### src/rtl/mult_acc_2bits.sv
// rtl/mult_acc_2bits.sv - saturating accumulator of LEN signed 2-bit-multiplier products.
// The result is held with a valid/ready handshake until it is consumed.
module mult_acc_2bits #(
   parameter int LEN   = 9,
   parameter int ACC_W = 10
) (
   input  logic                    clk,
   input  logic                    rst_n,
   input  logic                    clr,
   input  logic                    in_valid,
   input  logic signed [4:0]       in_mul,
   output logic                    in_ready,
   output logic                    out_valid,
   output logic signed [ACC_W-1:0] out_sum,
   output logic                    out_sat,
   input  logic                    out_ready
);

   typedef enum logic {ACC, HOLD} state_t;

   localparam logic [7:0] LAST = 8'(LEN - 1);

   state_t                  state, state_nxt;
   logic signed [ACC_W-1:0] acc;
   logic [7:0]              cnt;
   logic                    sat_flag;
   logic signed [ACC_W:0]   sum_wide;
   logic signed [ACC_W-1:0] sum_sat;
   logic                    clamp;
   logic                    accept;
   logic                    last;

   assign in_ready  = (state == ACC);
   assign out_valid = (state == HOLD);
   assign accept    = in_valid && (state == ACC);
   assign last      = (cnt == LAST);
   assign sum_wide  = {acc[ACC_W-1], acc} + {{(ACC_W-4){in_mul[4]}}, in_mul};

   // One guard bit is enough: a 5-bit product cannot overflow by more than one bit.
   always_comb begin
      clamp   = 1'b0;
      sum_sat = sum_wide[ACC_W-1:0];
      if (sum_wide[ACC_W] != sum_wide[ACC_W-1]) begin
         clamp   = 1'b1;
         sum_sat = sum_wide[ACC_W] ? {1'b1, {(ACC_W-1){1'b0}}}
                                   : {1'b0, {(ACC_W-1){1'b1}}};
      end
   end

   always_comb begin
      state_nxt = state;
      if (clr) begin
         state_nxt = ACC;
      end else begin
         case (state)
            ACC:  if (accept && last) state_nxt = HOLD;
            HOLD: if (out_ready)      state_nxt = ACC;
            default:                  state_nxt = ACC;
         endcase
      end
   end

   always_ff @(posedge clk or negedge rst_n) begin
      if (!rst_n) state <= ACC;
      else        state <= state_nxt;
   end

   // out_sum/out_sat are only written on the last product, so they survive handshakes and clr.
   always_ff @(posedge clk or negedge rst_n) begin
      if (!rst_n) begin
         acc      <= '0;
         cnt      <= '0;
         sat_flag <= 1'b0;
         out_sum  <= '0;
         out_sat  <= 1'b0;
      end else if (clr || (state == HOLD && out_ready)) begin
         acc      <= '0;
         cnt      <= '0;
         sat_flag <= 1'b0;
      end else if (accept) begin
         acc      <= sum_sat;
         sat_flag <= sat_flag | clamp;
         if (last) begin
            cnt     <= '0;
            out_sum <= sum_sat;
            out_sat <= sat_flag | clamp;
         end else begin
            cnt     <= cnt + 8'd1;
         end
      end
   end

endmodule

### config.mk
export PLATFORM = sky130hd
export DESIGN_NAME = mult_acc_2bits
export DESIGN_NICKNAME = d
export VERILOG_FILES = /design/src/rtl/mult_acc_2bits.sv
export SDC_FILE = /design/constraint.sdc
export NUM_CORES = 1
export LEC_CHECK = 0
export CAP_MARGIN = 20
export CORE_MARGIN = 5
export CORE_UTILIZATION = 59
export DETAILED_ROUTE_END_ITERATION = 10
export GPL_TIMING_DRIVEN = 0
export PLACE_DENSITY = 0.84
export SLEW_MARGIN = 10
export SYNTH_ARGS = -nofsm -noshare
export SYNTH_HDL_FRONTEND = slang
export SYNTH_SLANG_ARGS = --single-unit
### constraint.sdc
create_clock -name clk -period 6.9 [get_ports clk]
set_clock_uncertainty 0.15 [all_clocks]
set_input_delay 1.38 -clock clk [delete_from_list [all_inputs] [get_ports clk]]
set_output_delay 1.38 -clock clk [all_outputs]
set_load 0.02 [all_outputs]
==> results_dict.tcl, run 1 <==
set metrics [dict create \
    cp.required_ns 6.96 \
    rsz0062_at_grt "no" \
    grt_pass1_vias 1568 \
    worst_slack_ns 2.831 \
    pre_cts_slack_ns 2.485 \
    setup_tns_ns 0 \
    h-tree-depth 2 \
    arrival_ns 4.13 \
    seq_area_frac_synth_pct 43.60 \
    grt_max_degree 32 \
    ys_types 41 \
    maxCapViolCount 0 \
    post-route-drc-count 0 \
    antennaDiodeCount 0 \
    hold_viol_final 0 \
    drtIter0Drc 96 \
    fin_crit_sh_pct 58.97 \
    synthTopCellsByCount "dfrtp_1, nand2_1, o21ai_0" \
    root_buffer "clkbuf_4" \
    relSlewSlack_pct 49.31 \
    clkTransAtPathRegs_ns 0.10 \
    vias_per_cell 5.944 \
    die-height_um 64.92 \
    die_x_um 64.92 \
    avgSynthCellArea_um2 9.464 \
    final_net_count 240 \
    reg2regPathDepth 8 \
    ys_async_sr_fraction_pct 100.0 \
    drive_gt1_share_pct 10.55 \
    final-max-slew-violation-count 0 \
    clk_path_buf_depth 2 \
    pin_count 23 \
    clock_latency_ns 0.34 \
    clkSinkCount 31 \
    synth_top_area_share_pct 43.60 \
    synth_edf_count 0 \
    ys.flop_type "dfrtp_1" \
    clock.fmax_mhz 245.8 \
    start_util_pct 59.75 \
    ir_drop_mv 0.2022 \
    vias 1492 \
    syn-cell-area_um2 1779 \
    synth_top_cell_by_area "dfrtp_1" \
    holdBufCountCts 0 \
    cts_resized 0 \
    cts_tree "done" \
    setup_violations 0 \
    hpwl_mm 2.966 \
    path_class "input pin to flip-flop" \
    cts_made_buffers 5 \
    areaGrowthSynthToFinish_pct 18.49 \
    syn_nets 211 \
    endpoint_kind "flip-flop" \
    grt_pass1_wl_mm 6.934 \
    hold_depth 2 \
    num_rows 20 \
    grt_overflow 0 \
    synth_warnings 0 \
    core_um2 2978 \
    drt-pass1-iter-count 4 \
    yosysMostFrequentCell "dfrtp_1" \
    crit_fanout 6 \
    whs_ns 0.3428 \
    synthTopCellsByArea "dfrtp_1, ha_1, o21ai_0, nand2_1, a21oi_1" \
    post_drt_wl_per_cell_um 15.84 \
    gr-usage-all-layers_pct 21.58 \
    p_leak_nw 0.9542 \
    worstSetupStartpointType "input pin" \
    outcome "finished, final reports clean" \
    antenna_found_initial 0 \
    gp_congestion 0.9565 \
    totalPowerFinal_mw 0.5410 \
    synth_seq_cells 31 \
    die_area_um2 4214 \
    drt_wl_total_mm 3.976 \
    synthCells 188 \
    powerDensity_nw_per_um2 256.6 \
    hold_class "flip-flop to flip-flop" \
    ant_nets 0 \
    io_buffers 22 \
    worstMarginPinSlew_ns 0.7604 \
    min_period_ns 4.069 \
    post_cts_buffers 0 \
]
-- path summary, 6_finish.rpt --
path | start | end | slack [ns]
worst max-delay path | in_mul[0] | acc[8] | 2.83
worst min-delay path | out_sum[0] | out_sum[0] | 0.34
worst max register to register | acc[0] | acc[8] | 3.90
worst min register to register | out_sum[0] | out_sum[0] | 0.34
max in group asynchronous | rst_n | acc[5] | 5.25
min in group asynchronous | rst_n | acc[2] | 0.92
-- per-layer routing --
layer / wire (um) / vias to the layer above / GRT usage [%] / share of wire (%)
met5: 0 / - / 0 / 0
met2: 1995 / 37 / 37.16 / 50
met1: 1725 / 711 / 25.78 / 43
li1: - / 735 / - / -
met4: 82 / 0 / 7.388 / 2.1
met3: 172 / 9 / 5.893 / 4.3
-- through the flow --
stage,cell area (um^2),utilization [%],cells
floorplan,1779,-,188
global placement,2041,68.53,243
detailed placement,2036,68.36,243
CTS,2108,70.80,251
global route,2108,70.80,251
finish,2108,70.80,251
-- critical path, cell delays in order --
cell and delay [ns]:
clkdlybuf4s50_1 0.40, ha_1 0.25, fa_1 0.43, a211oi_1 0.39, nor3_1 0.11, or3b_2 0.50
mux2_2 0.34, a21oi_1 0.23, o21ai_0 0.10
-- power breakdown --
group	switching, mW	internal [mW]
logic	0.115	0.0885
registers	0.0126	0.199
clock network	0.0671	0.0595
total	0.194	0.347
-- state kept, by name (all words and copies together) (netlist names) --
name / cells
acc: 10
cnt: 8
out_sat: 1
out_sum: 10
out_valid: 1
sat_flag: 1
-- layout make-up --
| type | instances | area, um^2 |
|---|---|---|
| Buffer | 4 | 18.77 |
| Clock buffer | 7 | 65.06 |
| Clock inverter | 1 | 7.507 |
| Fill cell | 226 | 869.6 |
| Inverter | 6 | 22.52 |
| Multi-Input combinational cell | 147 | 962.2 |
| Sequential cell | 31 | 775.7 |
| Tap cell | 33 | 41.29 |
| Timing Repair Buffer | 22 | 215.2 |
-- cells by family (layout without fill, tap and decap cells) --
| logic type | after synthesis | after routing | share of synthesized area (%) |
|---|---|---|---|
| flip-flops | 31 | 31 | 43.60 |
| buffers and inverters | 10 | 40 | 2.321 |
| multiplexers | 5 | 5 | 3.024 |
| AND/OR/NAND/NOR | 55 | 55 | 14.91 |
| adder cells (fa/ha/maj) | 13 | 13 | 9.564 |
| AO/OA/AOI/OAI | 65 | 65 | 22.15 |
| XOR/XNOR | 9 | 9 | 4.430 |
-- placed cells by master, fill, tap and decap left out, drive strengths merged, types with 4 or more instances in the layout --
master         count
o21ai             32
dfrtp             31
nand2             24
clkdlybuf4s50     21
a21oi             16
ha                12
nor2              10
clkbuf            10
inv                6
xnor2              5
a21o               5
nand3              4
xor2               4
o211ai             4
Power figures use the tool's default switching activity.
==> run 2: changes to the inputs <==
CORE_UTILIZATION = 54   (was 59)
PLACE_DENSITY = 0.78   (was 0.84)
clock period = 4.1 ns   (was 6.9 ns; I/O delays follow)
==> run 2 against run 1 <==
  * Sequential cell count unchanged
  * First-iteration DRC count is 3.1% higher
  * Combinational power rose by 67%
  * Sequential power rose by 68%
  * Register-to-register slack worse by 2.8 ns
  * Hold slack worse by 0.0020 ns
  * Routed wire length down 3.0%
  * Final cell count is 4.4% higher
  * Clock-buffer cell count stayed put
  * Total power grew 67%
==> results_dict.tcl, run 2 (same netlist as run 1, synthesis figures left out) <==
set metrics [dict create \
    hold_class "flip-flop to flip-flop" \
    fin_crit_sh_pct 85.03 \
    top_regs "acc (10), out_sum (10), cnt (8)" \
    drt-pass1-iter-count 4 \
    clock.fmax_mhz 286.9 \
    vias_per_cell 5.641 \
    endpoint_kind "flip-flop" \
    clkSinkCount 31 \
    setup_violations 0 \
    antenna_found_initial 0 \
    vias 1478 \
    cts_resized 0 \
    p_leak_nw 0.9542 \
    clock_latency_ns 0.34 \
    post-route-drc-count 0 \
    final_common_cell "dfrtp_1" \
    arrival_ns 3.55 \
    gp_congestion 0.8965 \
    hold_viol_final 0 \
    cp_slowest_cell "or3b_2" \
    setup_tns_ns 0 \
    h-tree-depth 2 \
    hpwl_mm 2.946 \
    final_net_count 240 \
    whs_endpoint "out_sum[4]" \
    rsz0062_at_grt "no" \
    antennaDiodeCount 0 \
    grt_overflow 0 \
    final-max-slew-violation-count 0 \
    drive_gt1_share_pct 10.55 \
    path_class "input pin to flip-flop" \
    grt_pass1_wl_mm 6.679 \
    reg2regPathDepth 8 \
    r2r_start "acc[0]" \
    drt_wl_total_mm 3.858 \
    start_util_pct 57.34 \
    cts_tree "done" \
    totalPowerFinal_mw 0.9042 \
    pin_count 23 \
    maxCapViolCount 0 \
    die-height_um 67.40 \
    gr-usage-all-layers_pct 19.76 \
    crit_fanout 6 \
    layout_common_cells "dfrtp_1, nand2_1, o21ai_0" \
    areaGrowthSynthToFinish_pct 19.27 \
    nFillCells 276 \
    num_rows 20 \
    core_um2 3103 \
    min_period_ns 3.486 \
    cts_made_buffers 5 \
    post_drt_wl_per_cell_um 14.73 \
    root_buffer "clkbuf_4" \
    clk_path_buf_depth 2 \
    r2r_slack_ns 1.11 \
    clkTransAtPathRegs_ns 0.10 \
    fin_area_um2 2122 \
    drtIter0Drc 99 \
    ir_drop_mv 0.3041 \
    min_from "out_sum[4]" \
    die_area_um2 4543 \
    relSlewSlack_pct 46.54 \
    reg2reg_to "out_sum[1]" \
    crit_chain "clkdlybuf4s50_1 > ha_1 > fa_1 > a211oi_1 > nor3_1 > or3b_2 > mux2_2 > a21oi_1 > o21ai_1" \
    io_buffers 22 \
    outcome "finished, final reports clean" \
    worstSetupStartpointType "input pin" \
    hold_depth 2 \
    dpl_cell_area_um2 2049 \
    cp.required_ns 4.17 \
    powerDensity_nw_per_um2 426.1 \
    grt_pass1_vias 1450 \
    max_stage_delay_ns 0.50 \
    die_x_um 67.40 \
    post_cts_buffers 0 \
    holdBufCountCts 0 \
    worstMarginPinSlew_ns 0.7946 \
    grt_max_degree 32 \
    ant_nets 0 \
]
## run 2: routing by layer
metal  GRT usage [%]  up-vias  share of wire (%)
met4           6.076        0                1.4
met1           25.21      710                 47
met3           5.824        6                4.6
met5               0        -                  0
li1                -      733                  -
met2           32.27       29                 47
## run 2: area by class of cell
type | count | area [um^2] | share of cell area, %
Clock inverter | 1 | 7.507 | 0.3538
Buffer | 4 | 18.77 | 0.8844
Inverter | 6 | 22.52 | 1.061
Timing Repair Buffer | 22 | 215.2 | 10.14
Multi-Input combinational cell | 147 | 962.2 | 45.34
Clock buffer | 7 | 65.06 | 3.066
Sequential cell | 31 | 775.7 | 36.56
Tap cell | 44 | 55.05 | 2.594
## run 2: worst max-delay path by stage
stage,slack [ns],end,from
floorplan,0.95,acc[1],in_mul[0]
global placement,0.28,acc[1],in_mul[0]
detailed placement,0.29,out_sum[1],in_mul[0]
CTS,0.64,out_sum[1],in_mul[0]
global route,0.53,out_sum[4],in_mul[0]
finish,0.61,out_sum[1],in_mul[0]
## run 2: power breakdown
part	switching, mW	internal (mW)	leakage [nW]
clock network	0.110	0.100	0.0375
logic	0.190	0.150	0.493
registers	0.0198	0.334	0.424
## run 2: through the flow
stage | hold WS (ns) | setup WS (ns) | utilization (%) | instances
final | 0.3408 | 0.6139 | 68.39 | 262
after global routing | 0.3720 | 0.5305 | 68.39 | 262
after global placement | 0.3157 | 0.2787 | 66.21 | 254
after CTS | 0.3485 | 0.6403 | 68.39 | 262
after floorplan | 0.3038 | 0.9538 | - | 188
after detailed placement | 0.3249 | 0.2888 | 66.05 | 254
## run 2: worst max-delay path, delay by kind of cell
family / cells / cell delay, ns
AO/OA/AOI/OAI: 3 / 0.68
adder cells (fa/ha/maj): 2 / 0.68
AND/OR/NAND/NOR: 2 / 0.61
multiplexers: 1 / 0.34
buffers and inverters: 1 / 0.40
==> run 3: changes to the inputs <==
CORE_UTILIZATION = 35   (was 54)
PLACE_DENSITY = unset   (was 0.78)
==> run 3 against run 2 <==
  * Total power is 6.5% higher
  * Worst setup slack worse by 0.067 ns
  * Final area is 2.8% higher
  * Die area is 45% higher
  * Largest power group unchanged
==> results_dict.tcl, run 3 (same netlist as run 1, synthesis figures left out) <==
set metrics [dict create \
    outcome "finished, final reports clean" \
    seqPwrFrac_pct 36.8 \
    antenna_found_initial 0 \
    fin_crit_sh_pct 86.66 \
    whs_ns 0.3330 \
    place_inst 280 \
    die_x_um 81.30 \
    final-max-slew-violation-count 0 \
    p_clk_share_pct 27.9 \
    power_frac_comb_pct 35.3 \
    fin_cells 288 \
    min_period_ns 3.553 \
    gp_congestion 0.9620 \
    clkTransAtPathRegs_ns 0.06 \
    die-height_um 81.30 \
    path_delay_family "adder cells" \
    h-tree-depth 2 \
    clock_latency_ns 0.29 \
    ant_nets 0 \
    io_buffers 22 \
    final_core_util_pct 43.56 \
    start_util_pct 35.51 \
    endpoint_kind "flip-flop" \
    root_buffer "clkbuf_8" \
    worstMarginPinSlew_ns 0.7235 \
    drt_wl_total_mm 3.860 \
    cp_slowest_cell "or3b_2" \
    crit_chain "clkdlybuf4s50_1 > ha_1 > fa_1 > a211oi_1 > nor3_1 > or3b_2 > mux2_2 > a21oi_1 > o21ai_0" \
    path_buf_inv 1 \
    cp.required_ns 4.10 \
    setup_tns_ns 0 \
    nFillCells 502 \
    final_net_count 240 \
    arrival_ns 3.56 \
    die_area_um2 6610 \
    powerDensity_nw_per_um2 441.5 \
    grt_pass1_vias 1387 \
    grt_overflow 0 \
    p_sw_mw 0.3265 \
    grt_max_degree 32 \
    switching_share_pct 33.89 \
    num_rows 26 \
    relSlewSlack_pct 51.77 \
    crit_fanout 6 \
    hold_class "flip-flop to flip-flop" \
    setup_violations 0 \
    dpl_cell_area_um2 2082 \
    post_drt_wl_per_cell_um 13.40 \
    rsz0062_at_grt "no" \
    drt-pass1-iter-count 4 \
    gr-usage-all-layers_pct 12.95 \
    path_class "input pin to flip-flop" \
    clkSinkCount 31 \
    fin_area_um2 2182 \
    post_cts_buffers 0 \
    drtIter0Drc 78 \
    vias 1454 \
    maxCapViolCount 0 \
    areaGrowthSynthToFinish_pct 22.64 \
    clock.fmax_mhz 281.4 \
    ir_drop_mv 0.2046 \
    layout_common_cells "dfrtp_1, nand2_1, o21ai_0" \
    p_leak_nw 0.9682 \
    drive_gt1_share_pct 10.09 \
    cts_resized 0 \
    grt_pass1_wl_mm 6.417 \
    worstSetupStartpointType "input pin" \
    ff_latch_area_um2 775.7 \
    final_common_cell "dfrtp_1" \
    top_regs "acc (10), out_sum (10), cnt (8)" \
    antennaDiodeCount 0 \
    cts_tree "done" \
    multi_input_area_um2 962.2 \
    pin_count 23 \
    core_um2 5010 \
    r2r_slack_ns 1.13 \
    post-route-drc-count 0 \
    internal-power_mw 0.6369 \
    holdBufCountCts 0 \
    max_stage_delay_ns 0.50 \
    hold_viol_final 0 \
    clk_path_buf_depth 2 \
    hpwl_mm 2.851 \
    vias_per_cell 5.049 \
    cts_made_buffers 5 \
]
run 3: final timing paths:
check | from | end | cells after the start
min in group asynchronous | rst_n | acc[1] | 1
worst min-delay path | out_sum[4] | out_sum[4] | 2
worst min register to register | out_sum[4] | out_sum[4] | 2
worst max register to register | acc[0] | acc[1] | 8
worst max-delay path | in_mul[0] | acc[1] | 9
max in group asynchronous | rst_n | out_sum[5] | 1
run 3: stage by stage:
stage               worst slack, ns  total power, mW
global placement             0.2655           0.6998
finish                       0.5469           0.9633
CTS                          0.5492           0.9712
detailed placement           0.2581           0.7003
global route                 0.3631            1.031
floorplan                    0.9538           0.6171
run 3: worst register-to-register path, cell delays in order (launching register included):
cell,delay (ns)
dfrtp_1,0.38
ha_1,0.24
fa_1,0.43
a211oi_1,0.34
nor3_1,0.12
or3b_2,0.50
mux2_2,0.35
a21oi_1,0.22
o21ai_0,0.11
run 3: metal layers:
metal	global-route usage, %	routed length [um]
met4	6.926	79
met3	3.880	204
met1	16.28	1880
met2	19.87	1695
met5	0	0
run 3: final cells by class:
cell class              instances  area share [%]
repair buffers                 22           9.862
multi-input cells             147           44.09
plain buffers                   4          0.8601
inverters                       6           1.032
clock buffers                   8           4.587
flip-flops and latches         31           35.55
well taps                      70           4.014
run 3: power groups by stage:
stage               clock (mW)  sequential [mW]  combinational [mW]
floorplan                    0            0.354               0.263
global placement             0            0.360               0.340
detailed placement           0            0.360               0.340
CTS                      0.274            0.355               0.342
global route             0.290            0.357               0.384
finish                   0.269            0.354               0.340
